===== src/rtl/cga_sync_monitor.sv =====
// cga_sync_monitor: measures CGA raster timing (line/frame lengths, active extents) and reports lock.
// Optional feature macro CGA_SYNC_MON_TOL_EN: accept +/-1 clock of line-length jitter between frames.
module cga_sync_monitor #(
   parameter int unsigned LOCK_FRAMES = 2,
   parameter logic [23:0] TIMEOUT     = 24'd4_000_000
) (
   input  logic        clk,
   input  logic        reset_l,
   input  logic        hsync,
   input  logic        vsync,
   input  logic        display_enable,
   output logic [11:0] h_period,
   output logic [11:0] h_active,
   output logic [9:0]  v_lines,
   output logic [9:0]  v_active,
   output logic        locked,
   output logic        no_signal,
   output logic        mode_change
);
   localparam logic [3:0] LOCK_N = 4'(LOCK_FRAMES);

   typedef enum logic [1:0] {NOSIG, ACQUIRE, LOCKED} state_t;
   state_t state_q, state_d;

   logic        hs_q, hs_d, vs_q, vs_d, de_q, de_d;
   logic        hs_prev_q, hs_prev_d, vs_prev_q, vs_prev_d;
   logic        hs_rise, vs_rise, len_ok, cand_eq;
   logic [11:0] h_cnt_q, h_cnt_d, de_cnt_q, de_cnt_d;
   logic [11:0] line_len_q, line_len_d, line_de_q, line_de_d;
   logic [9:0]  l_cnt_q, l_cnt_d, a_cnt_q, a_cnt_d, l_upd, a_upd;
   logic [11:0] pc_len_q, pc_len_d, pc_de_q, pc_de_d;
   logic [9:0]  pc_lines_q, pc_lines_d, pc_act_q, pc_act_d;
   logic [3:0]  match_q, match_d, match_inc;
   logic [23:0] to_cnt_q, to_cnt_d;
   logic [11:0] h_period_q, h_period_d, h_active_q, h_active_d;
   logic [9:0]  v_lines_q, v_lines_d, v_active_q, v_active_d;
   logic        mode_change_q, mode_change_d;

   // Line measurement and sync timeout
   always_comb begin
      hs_d      = hsync;
      vs_d      = vsync;
      de_d      = display_enable;
      hs_prev_d = hs_q;
      vs_prev_d = vs_q;
      hs_rise   = hs_q & ~hs_prev_q;
      vs_rise   = vs_q & ~vs_prev_q;

      h_cnt_d    = (h_cnt_q == '1) ? h_cnt_q : h_cnt_q + 12'd1;
      de_cnt_d   = (de_q && de_cnt_q != '1) ? de_cnt_q + 12'd1 : de_cnt_q;
      line_len_d = line_len_q;
      line_de_d  = line_de_q;
      l_upd      = l_cnt_q;
      a_upd      = a_cnt_q;
      to_cnt_d   = (to_cnt_q == TIMEOUT) ? to_cnt_q : to_cnt_q + 24'd1;

      if (hs_rise) begin
         line_len_d = (h_cnt_q == '1) ? h_cnt_q : h_cnt_q + 12'd1;
         line_de_d  = de_cnt_q;
         h_cnt_d    = '0;
         de_cnt_d   = '0;
         to_cnt_d   = '0;
         l_upd      = (l_cnt_q == '1) ? l_cnt_q : l_cnt_q + 10'd1;
         if (de_cnt_q != '0)
            a_upd = (a_cnt_q == '1) ? a_cnt_q : a_cnt_q + 10'd1;
      end
   end

`ifdef CGA_SYNC_MON_TOL_EN
   logic [12:0] len_w, pc_w;
   always_comb begin
      len_w  = {1'b0, line_len_d};
      pc_w   = {1'b0, pc_len_q};
      len_ok = (len_w == pc_w) || (len_w == pc_w + 13'd1) || (len_w + 13'd1 == pc_w);
   end
`else
   assign len_ok = (line_len_d == pc_len_q);
`endif

   // Frame close uses post-hsync values so a coincident hsync line lands in the closing frame
   always_comb begin
      cand_eq   = len_ok && (line_de_d == pc_de_q) && (l_upd == pc_lines_q) && (a_upd == pc_act_q);
      match_inc = (match_q >= LOCK_N) ? LOCK_N : match_q + 4'd1;

      state_d       = state_q;
      match_d       = match_q;
      pc_len_d      = pc_len_q;
      pc_de_d       = pc_de_q;
      pc_lines_d    = pc_lines_q;
      pc_act_d      = pc_act_q;
      h_period_d    = h_period_q;
      h_active_d    = h_active_q;
      v_lines_d     = v_lines_q;
      v_active_d    = v_active_q;
      mode_change_d = 1'b0;
      l_cnt_d       = l_upd;
      a_cnt_d       = a_upd;

      if (vs_rise) begin
         pc_len_d   = line_len_d;
         pc_de_d    = line_de_d;
         pc_lines_d = l_upd;
         pc_act_d   = a_upd;
         l_cnt_d    = '0;
         a_cnt_d    = '0;
         case (state_q)
            NOSIG: begin
               state_d = ACQUIRE;
               match_d = '0;
            end
            ACQUIRE: begin
               match_d = cand_eq ? match_inc : '0;
               if (cand_eq && match_inc == LOCK_N) begin
                  state_d    = LOCKED;
                  h_period_d = line_len_d;
                  h_active_d = line_de_d;
                  v_lines_d  = l_upd;
                  v_active_d = a_upd;
               end
            end
            LOCKED: begin
               if (cand_eq) begin
                  match_d = match_inc;
               end else begin
                  match_d       = '0;
                  mode_change_d = 1'b1;
                  state_d       = ACQUIRE;
               end
            end
            default: state_d = NOSIG;
         endcase
      end

      // Loss of signal overrides any frame decision, without a mode-change pulse
      if (to_cnt_d == TIMEOUT) begin
         state_d       = NOSIG;
         mode_change_d = 1'b0;
      end
   end

   always_ff @(posedge clk) begin
      if (!reset_l) begin
         state_q       <= NOSIG;
         hs_q          <= 1'b0;
         vs_q          <= 1'b0;
         de_q          <= 1'b0;
         hs_prev_q     <= 1'b0;
         vs_prev_q     <= 1'b0;
         h_cnt_q       <= '0;
         de_cnt_q      <= '0;
         line_len_q    <= '0;
         line_de_q     <= '0;
         l_cnt_q       <= '0;
         a_cnt_q       <= '0;
         pc_len_q      <= '0;
         pc_de_q       <= '0;
         pc_lines_q    <= '0;
         pc_act_q      <= '0;
         match_q       <= '0;
         to_cnt_q      <= '0;
         h_period_q    <= '0;
         h_active_q    <= '0;
         v_lines_q     <= '0;
         v_active_q    <= '0;
         mode_change_q <= 1'b0;
      end else begin
         state_q       <= state_d;
         hs_q          <= hs_d;
         vs_q          <= vs_d;
         de_q          <= de_d;
         hs_prev_q     <= hs_prev_d;
         vs_prev_q     <= vs_prev_d;
         h_cnt_q       <= h_cnt_d;
         de_cnt_q      <= de_cnt_d;
         line_len_q    <= line_len_d;
         line_de_q     <= line_de_d;
         l_cnt_q       <= l_cnt_d;
         a_cnt_q       <= a_cnt_d;
         pc_len_q      <= pc_len_d;
         pc_de_q       <= pc_de_d;
         pc_lines_q    <= pc_lines_d;
         pc_act_q      <= pc_act_d;
         match_q       <= match_d;
         to_cnt_q      <= to_cnt_d;
         h_period_q    <= h_period_d;
         h_active_q    <= h_active_d;
         v_lines_q     <= v_lines_d;
         v_active_q    <= v_active_d;
         mode_change_q <= mode_change_d;
      end
   end

   assign h_period    = h_period_q;
   assign h_active    = h_active_q;
   assign v_lines     = v_lines_q;
   assign v_active    = v_active_q;
   assign locked      = (state_q == LOCKED);
   assign no_signal   = (state_q == NOSIG);
   assign mode_change = mode_change_q;
endmodule


===== config.mk =====
export PLATFORM = sky130hd
export DESIGN_NAME = cga_sync_monitor
export DESIGN_NICKNAME = d
export VERILOG_FILES = /design/src/rtl/cga_sync_monitor.sv
export SDC_FILE = /design/constraint.sdc
export NUM_CORES = 1
export LEC_CHECK = 0
export CAP_MARGIN = 20
export CORE_ASPECT_RATIO = 2
export CORE_MARGIN = 2
export CORE_UTILIZATION = 40
export DETAILED_ROUTE_END_ITERATION = 6
export GPL_TIMING_DRIVEN = 0
export MAX_ROUTING_LAYER = met4
export SLEW_MARGIN = 20
export SYNTH_ARGS = -nofsm -noshare
export SYNTH_HDL_FRONTEND = slang
export SYNTH_SLANG_ARGS = --single-unit

===== constraint.sdc =====
create_clock -name clk -period 9 [get_ports clk]
set_input_delay 0.9 -clock clk [delete_from_list [all_inputs] [get_ports clk]]
set_output_delay 0.9 -clock clk [all_outputs]
set_load 0.05 [all_outputs]

==> After elaboration in Yosys (flattened, before gate mapping) <==
Cells that the tools add are included.
{ "word_totals": {"register_bits": 192, "input_bits": 5, "output_inout_bits": 47, "elab_cells": 85} }
{ "op_classes": {"add_sub_neg": 6, "order_cmp": 1, "eq_ne": 15, "muxes": 17, "bitwise": 7, "n_reduce_logical": 16} }
{ "ops": {"columns": ["op", "count"], "rows": [
  ["two-way mux 10 bit", 5],
  ["== test 24 x 22 -> 1 bit, second input constant", 2],
  ["two-way mux 24 bit", 2],
  ["two-way mux 12 bit", 3],
  ["adder 12 x 1 -> 12 bit, second input constant", 2],
  ["adder 24 x 1 -> 24 bit, second input constant", 1],
  ["== test 12 bit", 2],
  ["adder 10 x 1 -> 10 bit, second input constant", 2],
  ["== test 10 bit", 2],
  ["== test 10 bit, second input constant", 2],
  ["== test 12 bit, second input constant", 1],
  ["inequality test 12 bit, second input constant", 1],
  ["nonzero test 12 bit", 1],
  ["two-way mux 4 bit", 2],
  ["case mux 4 bit (2 select lines)", 1],
  ["OR reduction 2 bit", 4],
  ["case mux 2 bit (3 select lines)", 1],
  ["AND reduction 3 bit", 2],
  ["logical AND 1 bit", 5],
  ["NOT 1 bit", 5],
  ["adder 4 x 1 -> 4 bit, second input constant", 1],
  ["== test 4 x 2 -> 1 bit, second input constant", 1],
  [">= comparator 4 x 2 -> 1 bit, second input constant", 1],
  ["two-way mux 2 bit", 2],
  ["other kinds (9)", 11]
]} }

==> Depth between registers and ports, before layout <==
Gate-level depths: netlist (run 1).
{ "logic_depth": {"ltp_word": 10, "mapped_depth": 17} }

==> Worst setup path after synthesis (run 1) <==
OpenSTA, ideal clock, no wires.
{ "synth_path": {"path_kind": "register to register", "startpoint": "register a_cnt_q[0]", "endpoint": "register match_q[0]", "arrival_time_ps": 3487, "t_required_ps": 8930, "slack_ps": 5443, "stages_incl_launch_ff": 12, "n_path_buf": 0, "period_less_slack_ps": 3557, "path_cell_list": "dfxtp_1 ha_1 inv_1 or2_2 or3_1 xnor2_1 a2111o_1 or4_4 nor4_4 nand2_2 or4_1 a21boi_1"} }
{ "synth_between": {"elab_chain_cells": 8} }
{ "synth_lines": {"columns": ["item", "line_no", "source"], "rows": [
  ["from (decl)", "30", "logic [9:0] l_cnt_q, l_cnt_d, a_cnt_q, a_cnt_d, l_upd, a_upd;"],
  ["from (signal assigned)", "178", "a_cnt_q <= a_cnt_d;"],
  ["adder 10 x 1 -> 10 bit or == test 10 bit (tied branches)", "65", "a_upd = (a_cnt_q == '1) ? a_cnt_q : a_cnt_q + 10'd1;"],
  ["two-way mux 10 bit", "65", null],
  ["two-way mux 10 bit", "64", "if (de_cnt_q != '0)"],
  ["two-way mux 10 bit (*)", "57", "if (hs_rise) begin"],
  ["== test 10 bit (*)", "82", "cand_eq = len_ok && (line_de_d == pc_de_q) && (l_upd == pc_lines_q) && (a_upd == pc_act_q);"],
  ["logical AND 1 bit (*)", "82", null],
  ["two-way mux 4 bit (*)", "112, 122", null],
  ["case mux 4 bit (2 select lines) (*)", "106", "case (state_q)"],
  ["to (signal assigned)", "183", "match_q <= match_d;"],
  ["to (decl)", "33", "logic [3:0] match_q, match_d, match_inc;"]
]} }
Every way passes the cells marked *; elsewhere a longest branch is shown, timed or not.
A chain may end at the register's enable or synchronous reset.

==> Final worst setup path (run 1) <==
{ "layout_path": {"startpoint": "register hs_prev_q", "endpoint": "register h_period_q[10], in the netlist h_period[10]"} }
{ "layout_between": {"elab_chain_cells": 9} }
{ "layout_lines": {"columns": ["item", "line_no", "source"], "rows": [
  ["from (decl)", "26", "logic hs_prev_q, hs_prev_d, vs_prev_q, vs_prev_d;"],
  ["from (signal assigned)", "171", "hs_prev_q <= hs_prev_d;"],
  ["NOT 1 bit (*)", "46", "hs_rise = hs_q & ~hs_prev_q;"],
  ["AND 1 bit (*)", "46", null],
  ["two-way mux 12 bit", "57", null],
  ["== test 12 bit (on tied branches)", "77, 82", null],
  ["logical AND 1 bit (3 in a row)", "82", null],
  ["logical AND 1 bit", "113", "if (cand_eq && match_inc == LOCK_N) begin"],
  ["AND reduction 3 bit (no source line)", null, null],
  ["to (signal assigned)", "185", "h_period_q <= h_period_d;"],
  ["to (decl)", "35", "logic [11:0] h_period_q, h_period_d, h_active_q, h_active_d;"]
]} }
Marks and branches as above.

==> results of run 1 <==
[worst max-delay path by stage]
stage                     cells after the start  slack (ns)            to
after global placement                       17        3.91   h_period[1]
after global routing                         17        3.60   h_period[1]
after CTS                                    17        3.84  h_period[10]
after detailed placement                     17        3.85  h_period[10]
after floorplan                              11        5.44    match_q[0]
final                                        17        3.85  h_period[10]
[cell usage after synthesis, drive strengths merged (8+ instances only)]
library cell  number  share of area
clkbuf            41          0.016
nand2b            11         0.0080
a21oi             26          0.014
or2               32          0.021
o21ai             36          0.019
nor2b             38          0.025
nand3             40          0.021
nor2              98          0.038
xnor2             39          0.036
o211a             15          0.016
nand4             25          0.016
nor3b             10         0.0078
mux2i             26          0.027
nand2            136          0.053
a21boi            40          0.031
and3              21          0.014
and4              10         0.0091
buf               27          0.017
nor3              18         0.0099
a31oi             14         0.0091
o31ai              8         0.0063
a211oi             8         0.0063
ha                13          0.017
xor2              35          0.032
and2              25          0.016
inv               39          0.015
nor4              14          0.014
dfxtp            192           0.40
[sequential cells by signal, indices dropped and copies added, names as in the netlist, 2 cells and up]
| register | count |
|---|---|
| l_cnt_q | 10 |
| h_period | 12 |
| pc_de_q | 12 |
| line_de_q | 12 |
| v_lines | 10 |
| state_q | 2 |
| pc_lines_q | 10 |
| line_len_q | 12 |
| to_cnt_q | 24 |
| a_cnt_q | 10 |
| h_cnt_q | 12 |
| v_active | 10 |
| pc_act_q | 10 |
| match_q | 4 |
| pc_len_q | 12 |
| de_cnt_q | 12 |
| h_active | 12 |
[area by class of cell]
type	instances	area, sq um
Buffer	68	314
Tap cell	287	359
Clock inverter	13	176
Multi-Input combinational cell	829	5290
Timing Repair Buffer	50	500
Sequential cell	192	3840
Inverter	39	146
Clock buffer	19	453
Fill cell	2387	12600
[metrics by stage]
step / utilization / setup WS (ns) / power (mW) / hold WS [ns]
finish: 0.467 / 3.85 / 1.84 / 0.452
global route: 0.467 / 3.60 / 1.90 / 0.477
CTS: 0.467 / 3.84 / 1.85 / 0.458
detailed placement: 0.441 / 3.85 / 1.03 / 0.441
global placement: 0.441 / 3.91 / 1.03 / 0.439
floorplan: - / 5.44 / 0.981 / 0.441
[routing by layer]
metal,share of wire,wire length [um]
met5,0,0
met4,0.067,2060
met3,0.035,1090
met2,0.54,16700
met1,0.35,10800
[tightest hold or removal path: cells and delay by family, from the launching register on]
| kind | cells | cell delay [ns] |
|---|---|---|
| AND/OR/NAND/NOR | 1 | 0.05 |
| flip-flops | 1 | 0.31 |
| AO/OA/AOI/OAI | 1 | 0.05 |
[logic make-up after synthesis]
family / synth area share
AOI/OAI and AO/OA: 0.151
xor gates and xnor gates: 0.0676
adders and majority gates: 0.0180
buffers and inverters: 0.0480
DFF: 0.401
muxes: 0.0283
and+or+nand+nor: 0.286
[power by group]
| part | total (mW) | switching (mW) | internal (mW) |
|---|---|---|---|
| combinational | 0.137 | 0.0895 | 0.0478 |
| sequential | 0.875 | 0.0124 | 0.863 |
| clock | 0.825 | 0.367 | 0.457 |
| total | 1.84 | 0.469 | 1.37 |
==> flow_metrics.py, run 1 <==
metrics = {
    "logic_synthesis": {
        "seq_area_frac_synth": 0.401,
        "synth-warning-count": 0,
        "proportion_of_synthesized_flip_flops_having_asynchronous_set_or_reset": 0,
        "synth.distinct_cells": 82,
        "ys_seq_elements": 192,
        "post_synth_edffs": 0,
        "yosys_most_used_dff": "sky130_fd_sc_hd__dfxtp_1",
        "post_synthesis_instance_total": 1128,
        "post_synth_instance_area_sq_um": 9590,
        "syn_avg_cell_area_sq_um": 8.51,
        "synthesis.nets": 1146,
    },
    "finish": {
        "final_layout_size_suffix_gt1_frac": 0.0595,
        "layout.cells.most_common_list": "sky130_fd_sc_hd__dfxtp_1, sky130_fd_sc_hd__nand2_1, sky130_fd_sc_hd__nor2_1",
        "final_common_cell": "sky130_fd_sc_hd__dfxtp_1",
        "final-instance-count-excl-fill": 1497,
        "number_of_diodes": 0,
        "areaGrowthSynthToFinish_pct": 15.5,
        "finish.net_count": 1215,
        "post-route-cell-area_sq_um": 11100,
    },
    "cts": {
        "clock_tree.htree_level_count": 4,
        "cts_inserted_buffers": 17,
        "cts_max_path_buffers": 2,
        "cts.repair_timing.setup_buffer_count": 0,
        "root_buffer": "sky130_fd_sc_hd__clkbuf_16",
        "post_cts_resized": 0,
        "cts_tree": "built",
        "numClockSinks": 192,
        "clk_transition_reported_paths_ns": 0.07,
        "hold_fix_buffers_at_cts": 0,
        "clock_insertion_delay_worst_skew_ns": 0.47,
    },
    "detailed_routing": {
        "drt_iter0_markers": 528,
        "route.detailed.wl_per_inst_um": 20.5,
        "post_drt_via_cell_ratio": 5.60,
        "vias": 8385,
        "routed_wire_length_um": 30700,
        "route.antenna.remaining_nets": 0,
        "drcViolationCount": 0,
        "detail_route.first_pass.iterations": 5,
    },
    "global_route": {
        "gr-total-overflow": 0,
        "globalRouteMet3Util": 0.0446,
        "grt_start_max_net_pins": 18,
        "track_usage": 0.255,
        "global_route_wire_length_before_repair_um": 46900,
        "global_route_layer_with_the_greatest_usage": "met2",
        "grt.met2_usage": 0.467,
        "vias_in_the_first_global_route": 8215,
        "gr-usage-met1": 0.240,
        "number_of_antenna_violations_at_the_first_check_in_global_routing": 0,
    },
    "floorplan": {
        "die-area_sq_um": 25300,
        "floorplan.rows": 80,
        "area_inside_the_core_boundary_sq_um": 23700,
        "io_pins": 52,
        "chipHeight_um": 223,
        "initial_utilization": 0.404,
        "die_width_um": 114,
    },
    "setup_path": {
        "timing.critical_path.from_type": "flop",
        "required_ns": 9.35,
        "crit_chain": "buf_6 > nand2b_4 > buf_6 > buf_2 > buf_2 > buf_1 > buf_1 > nand2_1 > o31ai_1 > xnor2_1 > nand3_1 > a21oi_1 > nand4b_4 > clkbuf_1 > buf_2 > nand3_1 > o21ai_1",
        "worstPathArrival_ns": 5.50,
        "timing.reg2reg.setup_slack_ns": 3.85,
        "critical-path-top-delay-family": "buffers and inverters",
        "cp-startpoint": "hs_prev_q",
        "path_buf_inv": 8,
        "r2r.worst_path.cells": 17,
        "crit-reg2reg-launch": "hs_prev_q",
        "timing.critical_path.fanout_max": 10,
        "crit_slowest_cell": "sky130_fd_sc_hd__buf_1",
        "critical-path-top-cell-by-count": "sky130_fd_sc_hd__buf_2",
        "worstSetupPathType": "reg2reg",
        "worst_setup_path_end_kind": "flop",
        "crit-reg2reg-capture": "h_period[10]",
        "critical_path.max_stage_delay_ns": 0.71,
    },
    "power_and_ir_drop": {
        "power_density_nw_per_um2": 166,
        "ir_drop_mv": 0.119,
        "cellLeakagePower_nw": 4.11,
    },
    "placed_design": {
        "placed_cells": 1465,
        "detailedPlacementHpwl_um": 23400,
        "placedInstanceArea_sq_um": 10500,
        "i_o_buffers": 50,
        "place.gp.congestion": 0.953,
    },
    "min_path": {
        "whs_path_depth": 2,
        "critical_hold_path_startpoint": "h_active[8]",
        "holdCritPathClass": "reg2reg",
        "worst_hold_path.endpoint": "h_active[8]",
    },
    "job": {
        "cap_violations": 0,
    },
    "sta": {
        "period_needed_ns": 5.15,
        "finalCritPeriodShare": 0.572,
        "timing_worst_slew_pin_value_ns": 1.04,
        "timing_max_transition_violations_final": 0,
        "clock-skew-final_ns": 0.0103,
        "count_of_final_setup_violators": 0,
        "final-hold-violation-count": 0,
        "achievable-frequency_mhz": 194,
        "max-slew-margin-rel": 0.301,
        "totalNegativeSetupSlack_ns": 0,
        "grt_setup_unrepaired": "no",
    },
    "run_status": {
        "run_status": "completed",
    },
}
No activity file was read; power rests on OpenSTA's default activity.
==> run 2: changes to the inputs <==
==> constraint.sdc (replaced) <==
create_clock -name clk -period 4.58 [get_ports clk]
set_input_delay 0.458 -clock clk [delete_from_list [all_inputs] [get_ports clk]]
set_output_delay 0.458 -clock clk [all_outputs]
set_load 0.05 [all_outputs]
==> flow_metrics.py, run 2 (synthesized netlist as in run 1, its figures left out) <==
metrics = {
    "floorplan": {
        "area_inside_the_core_boundary_sq_um": 23700,
        "die-area_sq_um": 25300,
        "chipHeight_um": 223,
        "initial_utilization": 0.404,
        "io_pins": 52,
        "die_width_um": 114,
        "floorplan.rows": 80,
    },
    "detailed_routing": {
        "post_drt_via_cell_ratio": 5.62,
        "route.antenna.remaining_nets": 0,
        "vias": 8417,
        "drcViolationCount": 0,
        "routed_wire_length_um": 30700,
        "drt_iter0_markers": 512,
        "detail_route.first_pass.iterations": 6,
        "route.detailed.wl_per_inst_um": 20.5,
    },
    "power_and_ir_drop": {
        "cellLeakagePower_nw": 4.13,
        "power_density_nw_per_um2": 325,
        "ir_drop_mv": 0.232,
    },
    "sta": {
        "totalNegativeSetupSlack_ns": 0,
        "clock-skew-final_ns": 0.0111,
        "max-slew-margin-rel": 0.305,
        "count_of_final_setup_violators": 0,
        "period_needed_ns": 4.41,
        "fin_hold_ws_ns": 0.452,
        "final_worst_slack_ns": 0.170,
        "finalCritPeriodShare": 0.963,
        "timing_max_transition_violations_final": 0,
        "grt_setup_unrepaired": "no",
        "achievable-frequency_mhz": 227,
        "final-hold-violation-count": 0,
        "timing_worst_slew_pin_value_ns": 1.03,
    },
    "placed_design": {
        "detailedPlacementHpwl_um": 23400,
        "i_o_buffers": 50,
        "dpl_worst_slack_ns": -0.566,
        "placedInstanceArea_sq_um": 10500,
        "place.gp.congestion": 0.953,
    },
    "finish": {
        "post-route-cell-area_sq_um": 11100,
        "fillers": 2389,
        "reg_with_most_ffs": "to_cnt_q",
        "final_common_cell": "sky130_fd_sc_hd__dfxtp_1",
        "finish.net_count": 1215,
        "areaGrowthSynthToFinish_pct": 15.8,
        "max_ffs_per_register": 24,
        "layout.cells.most_common_list": "sky130_fd_sc_hd__dfxtp_1, sky130_fd_sc_hd__nand2_1, sky130_fd_sc_hd__nor2_1",
        "number_of_diodes": 0,
        "final_layout_size_suffix_gt1_frac": 0.0653,
        "final_core_utilization": 0.468,
    },
    "min_path": {
        "holdCritPathClass": "reg2reg",
    },
    "global_route": {
        "gr-total-overflow": 0,
        "grt_start_max_net_pins": 18,
        "global_route_wire_length_before_repair_um": 46900,
        "track_usage": 0.254,
        "vias_in_the_first_global_route": 8228,
        "number_of_antenna_violations_at_the_first_check_in_global_routing": 0,
    },
    "setup_path": {
        "path_buf_inv": 4,
        "timing.critical_path.fanout_max": 10,
        "worstSetupPathType": "reg2reg",
        "critical-path-top-delay-family": "simple AND/OR/NAND/NOR gates",
        "worst_setup_path_end_kind": "flop",
        "worstPathArrival_ns": 4.76,
        "timing.critical_path.from_type": "flop",
        "crit_slowest_cell": "sky130_fd_sc_hd__or4_4",
        "critical_path.max_stage_delay_ns": 0.55,
        "required_ns": 4.93,
        "critical-path-top-cell-by-count": "sky130_fd_sc_hd__buf_2",
        "crit_chain": "buf_4 > nor2b_1 > buf_2 > o2111ai_1 > nor4_1 > nand4_1 > or4_4 > nor4_4 > nand4b_4 > buf_2 > buf_2 > nand3_1 > o21ai_1",
    },
    "run_status": {
        "run_status": "completed",
    },
    "cts": {
        "clk_transition_reported_paths_ns": 0.08,
        "numClockSinks": 192,
        "cts_tree": "built",
        "cts_max_path_buffers": 2,
        "clock_insertion_delay_worst_skew_ns": 0.47,
        "root_buffer": "sky130_fd_sc_hd__clkbuf_16",
        "cts_inserted_buffers": 17,
        "clock_tree.htree_level_count": 4,
        "hold_fix_buffers_at_cts": 0,
    },
    "job": {
        "cap_violations": 0,
    },
}
[run 2: path summary, 6_finish.rpt]
| path | startpoint | endpoint | slack, ns | cells past startpoint |
|---|---|---|---|---|
| worst min-delay path | h_active[8] | h_active[8] | 0.45 | 2 |
| worst max register to register | hs_prev_d | h_period[10] | 0.17 | 13 |
| worst max-delay path | hs_prev_d | h_period[10] | 0.17 | 13 |
| worst min register to register | h_active[8] | h_active[8] | 0.45 | 2 |
[run 2: where the power goes]
part           switching (mW)  internal [mW]  leakage [nW]
Combinational           0.176         0.0949          2.28
Clock                   0.721          0.899         0.292
Sequential             0.0247           1.70          1.55
Total                   0.922           2.69          4.13
[run 2: what timing repair did]
| action | in CTS | in global routing |
|---|---|---|
| gates resized for setup | 7 | 6 |
| endpoints found under the setup margin | 45 | 27 |
| pin swaps | 0 | 0 |
| setup buffers | 0 | 0 |
| cloned | 0 | 0 |
[run 2: worst min-delay path: stages, from the launching register on]
cell	delay, ns
sky130_fd_sc_hd__dfxtp_1	0.31
sky130_fd_sc_hd__nand2_1	0.05
sky130_fd_sc_hd__a21boi_1	0.05
[run 2: through the flow]
stage / cells / power [mW]
after floorplan: 1128 / 1.93
after global placement: 1465 / 2.02
after detailed placement: 1465 / 2.03
after CTS: 1497 / 3.64
after global routing: 1497 / 3.73
final: 1497 / 3.61
[run 2: cell type report]
type,instances,area (sq um),share of cell area
flip-flops and latches,192,3840,0.346
clock inverters,13,176,0.0159
repair buffers,50,500,0.0451
well taps,287,359,0.0323
multi-input cells,829,5310,0.478
inverters,39,146,0.0132
plain buffers,68,322,0.0289
clock buffers,19,453,0.0408
[run 2: routing by layer]
metal / GRT usage / vias to the layer above / wire (um)
met4: 0.158 / 0 / 2110
met2: 0.468 / 210 / 16700
met5: - / - / 0
li1: - / 4073 / -
met1: 0.239 / 4047 / 11000
met3: 0.0446 / 87 / 980
==> run 3: changes to the inputs <==
--- a/config.mk
+++ b/config.mk
@@ -11,7 +11,6 @@
 export CORE_UTILIZATION = 40
 export DETAILED_ROUTE_END_ITERATION = 6
 export GPL_TIMING_DRIVEN = 0
-export MAX_ROUTING_LAYER = met4
 export SLEW_MARGIN = 20
 export SYNTH_ARGS = -nofsm -noshare
 export SYNTH_HDL_FRONTEND = slang
==> flow_metrics.py, run 3 (synthesized netlist as in run 1, its figures left out) <==
metrics = {
    "setup_path": {
        "crit_chain": "buf_4 > nor2b_1 > buf_2 > o2111ai_1 > nor4_1 > nand4_1 > or4_4 > nor4_4 > nand4b_4 > buf_2 > buf_2 > nand3_1 > o21ai_1",
        "worstPathArrival_ns": 4.76,
        "critical_path.max_stage_delay_ns": 0.55,
        "worstSetupPathType": "reg2reg",
        "path_buf_inv": 4,
        "crit_slowest_cell": "sky130_fd_sc_hd__or4_4",
        "worst_setup_path_end_kind": "flop",
        "required_ns": 4.92,
        "critical-path-top-cell-by-count": "sky130_fd_sc_hd__buf_2",
        "timing.critical_path.fanout_max": 10,
        "timing.critical_path.from_type": "flop",
        "critical-path-top-delay-family": "simple AND/OR/NAND/NOR gates",
    },
    "finish": {
        "final-instance-count-excl-fill": 1498,
        "final_layout_size_suffix_gt1_frac": 0.0644,
        "reg_with_most_ffs": "to_cnt_q",
        "fillers": 2333,
        "layout.cells.most_common_list": "sky130_fd_sc_hd__dfxtp_1, sky130_fd_sc_hd__nand2_1, sky130_fd_sc_hd__nor2_1",
        "areaGrowthSynthToFinish_pct": 15.2,
        "final_common_cell": "sky130_fd_sc_hd__dfxtp_1",
        "post-route-cell-area_sq_um": 11100,
        "final_core_utilization": 0.466,
        "finish.net_count": 1217,
        "number_of_diodes": 0,
        "max_ffs_per_register": 24,
    },
    "min_path": {
        "holdCritPathClass": "reg2reg",
    },
    "floorplan": {
        "area_inside_the_core_boundary_sq_um": 23700,
        "die_width_um": 114,
        "io_pins": 52,
        "initial_utilization": 0.404,
        "die-area_sq_um": 25300,
        "floorplan.rows": 80,
        "chipHeight_um": 223,
    },
    "detailed_routing": {
        "post_drt_via_cell_ratio": 5.60,
        "route.detailed.wl_per_inst_um": 20.2,
        "routed_wire_length_um": 30300,
        "drcViolationCount": 0,
        "route.antenna.remaining_nets": 0,
        "detail_route.first_pass.iterations": 5,
        "vias": 8392,
        "drt_iter0_markers": 408,
    },
    "sta": {
        "count_of_final_setup_violators": 0,
        "final-hold-violation-count": 0,
        "timing_max_transition_violations_final": 0,
        "period_needed_ns": 4.42,
        "grt_setup_unrepaired": "no",
        "timing_worst_slew_pin_value_ns": 1.03,
        "max-slew-margin-rel": 0.305,
        "final_worst_slack_ns": 0.165,
        "fin_hold_ws_ns": 0.453,
        "clock-skew-final_ns": 0.0116,
        "achievable-frequency_mhz": 226,
        "finalCritPeriodShare": 0.964,
    },
    "placed_design": {
        "placedInstanceArea_sq_um": 10500,
        "placed_cells": 1465,
        "i_o_buffers": 50,
        "place.gp.congestion": 0.948,
        "detailedPlacementHpwl_um": 23300,
        "dpl_worst_slack_ns": -0.581,
    },
    "cts": {
        "cts_tree": "built",
        "cts_inserted_buffers": 17,
        "clk_transition_reported_paths_ns": 0.07,
        "cts_max_path_buffers": 2,
        "hold_fix_buffers_at_cts": 0,
        "root_buffer": "sky130_fd_sc_hd__clkbuf_16",
        "clock_tree.htree_level_count": 4,
        "numClockSinks": 192,
        "clock_insertion_delay_worst_skew_ns": 0.45,
    },
    "job": {
        "cap_violations": 0,
    },
    "global_route": {
        "global_route_layer_with_the_greatest_usage": "met2",
        "grt.met2_usage": 0.457,
        "global_route_wire_length_before_repair_um": 46600,
        "gr-usage-met1": 0.243,
        "globalRouteMet3Util": 0.0304,
        "vias_in_the_first_global_route": 8380,
        "grt_start_max_net_pins": 17,
        "gr-total-overflow": 0,
        "track_usage": 0.244,
        "number_of_antenna_violations_at_the_first_check_in_global_routing": 0,
    },
    "run_status": {
        "run_status": "completed",
    },
    "power_and_ir_drop": {
        "ir_drop_mv": 0.262,
        "cellLeakagePower_nw": 4.12,
        "power_density_nw_per_um2": 315,
    },
}
run 3: cell types whose count changed in the layout (fill, tap and decap cells not counted), moves of 2 or more:
cell | before | now
sky130_fd_sc_hd__buf_4 | 4 | 6
sky130_fd_sc_hd__clkbuf_8 | 2 | 0
sky130_fd_sc_hd__clkinv_2 | 0 | 4
sky130_fd_sc_hd__clkinvlp_4 | 5 | 3
sky130_fd_sc_hd__inv_8 | 2 | 0
run 3: final timing paths:
| check | start | endpoint | slack (ns) | depth (start not counted) |
|---|---|---|---|---|
| hold reg to reg | h_active[9] | h_active[9] | 0.45 | 2 |
| setup / recovery | hs_prev_d | h_period[1] | 0.16 | 13 |
| setup reg to reg | hs_prev_d | h_period[1] | 0.16 | 13 |
| hold / removal | h_active[9] | h_active[9] | 0.45 | 2 |
run 3: layout make-up:
class                      instances  area, sq um  share of cell area
multi-input combinational        829         5300               0.480
sequential                       192         3840               0.348
timing repair buffer              52          515              0.0466
clock buffer                      18          429              0.0388
tap                              287          359              0.0325
buffer                            68          322              0.0291
inverter                          39          146              0.0132
clock inverter                    13          138              0.0125
run 3: routing by layer:
layer | part of all wire | routed length [um]
met5 | 0 | 0
met1 | 0.36 | 10900
met4 | 0.073 | 2220
met2 | 0.54 | 16300
met3 | 0.027 | 823
run 3: report_power, final:
part,internal [mW],switching (mW)
sequential,1.70,0.0249
clock,0.802,0.690
combinational,0.0943,0.172
total,2.59,0.887
run 3: stage by stage:
step,TNS [ns],total power [mW]
floorplan,0,1.93
global placement,-13.24,2.02
detailed placement,-13.27,2.02
CTS,0,3.51
global route,0,3.59
finish,0,3.48
run 3: what timing repair did:
item	CTS	global route
buffers inserted	0	2
setup endpoints to repair	45	27
gates cloned	0	0
resized for setup	6	5
run 3: worst reg2reg max path, cell delays in order, from the launching register on:
cell	delay (ns)
sky130_fd_sc_hd__dfxtp_1	0.41
sky130_fd_sc_hd__buf_4	0.23
sky130_fd_sc_hd__nor2b_1	0.40
sky130_fd_sc_hd__buf_2	0.34
sky130_fd_sc_hd__o2111ai_1	0.22
sky130_fd_sc_hd__nor4_1	0.37
sky130_fd_sc_hd__nand4_1	0.24
sky130_fd_sc_hd__or4_4	0.55
sky130_fd_sc_hd__nor4_4	0.48
sky130_fd_sc_hd__nand4b_4	0.30
sky130_fd_sc_hd__buf_2	0.34
sky130_fd_sc_hd__buf_2	0.25
sky130_fd_sc_hd__nand3_1	0.10
sky130_fd_sc_hd__o21ai_1	0.08
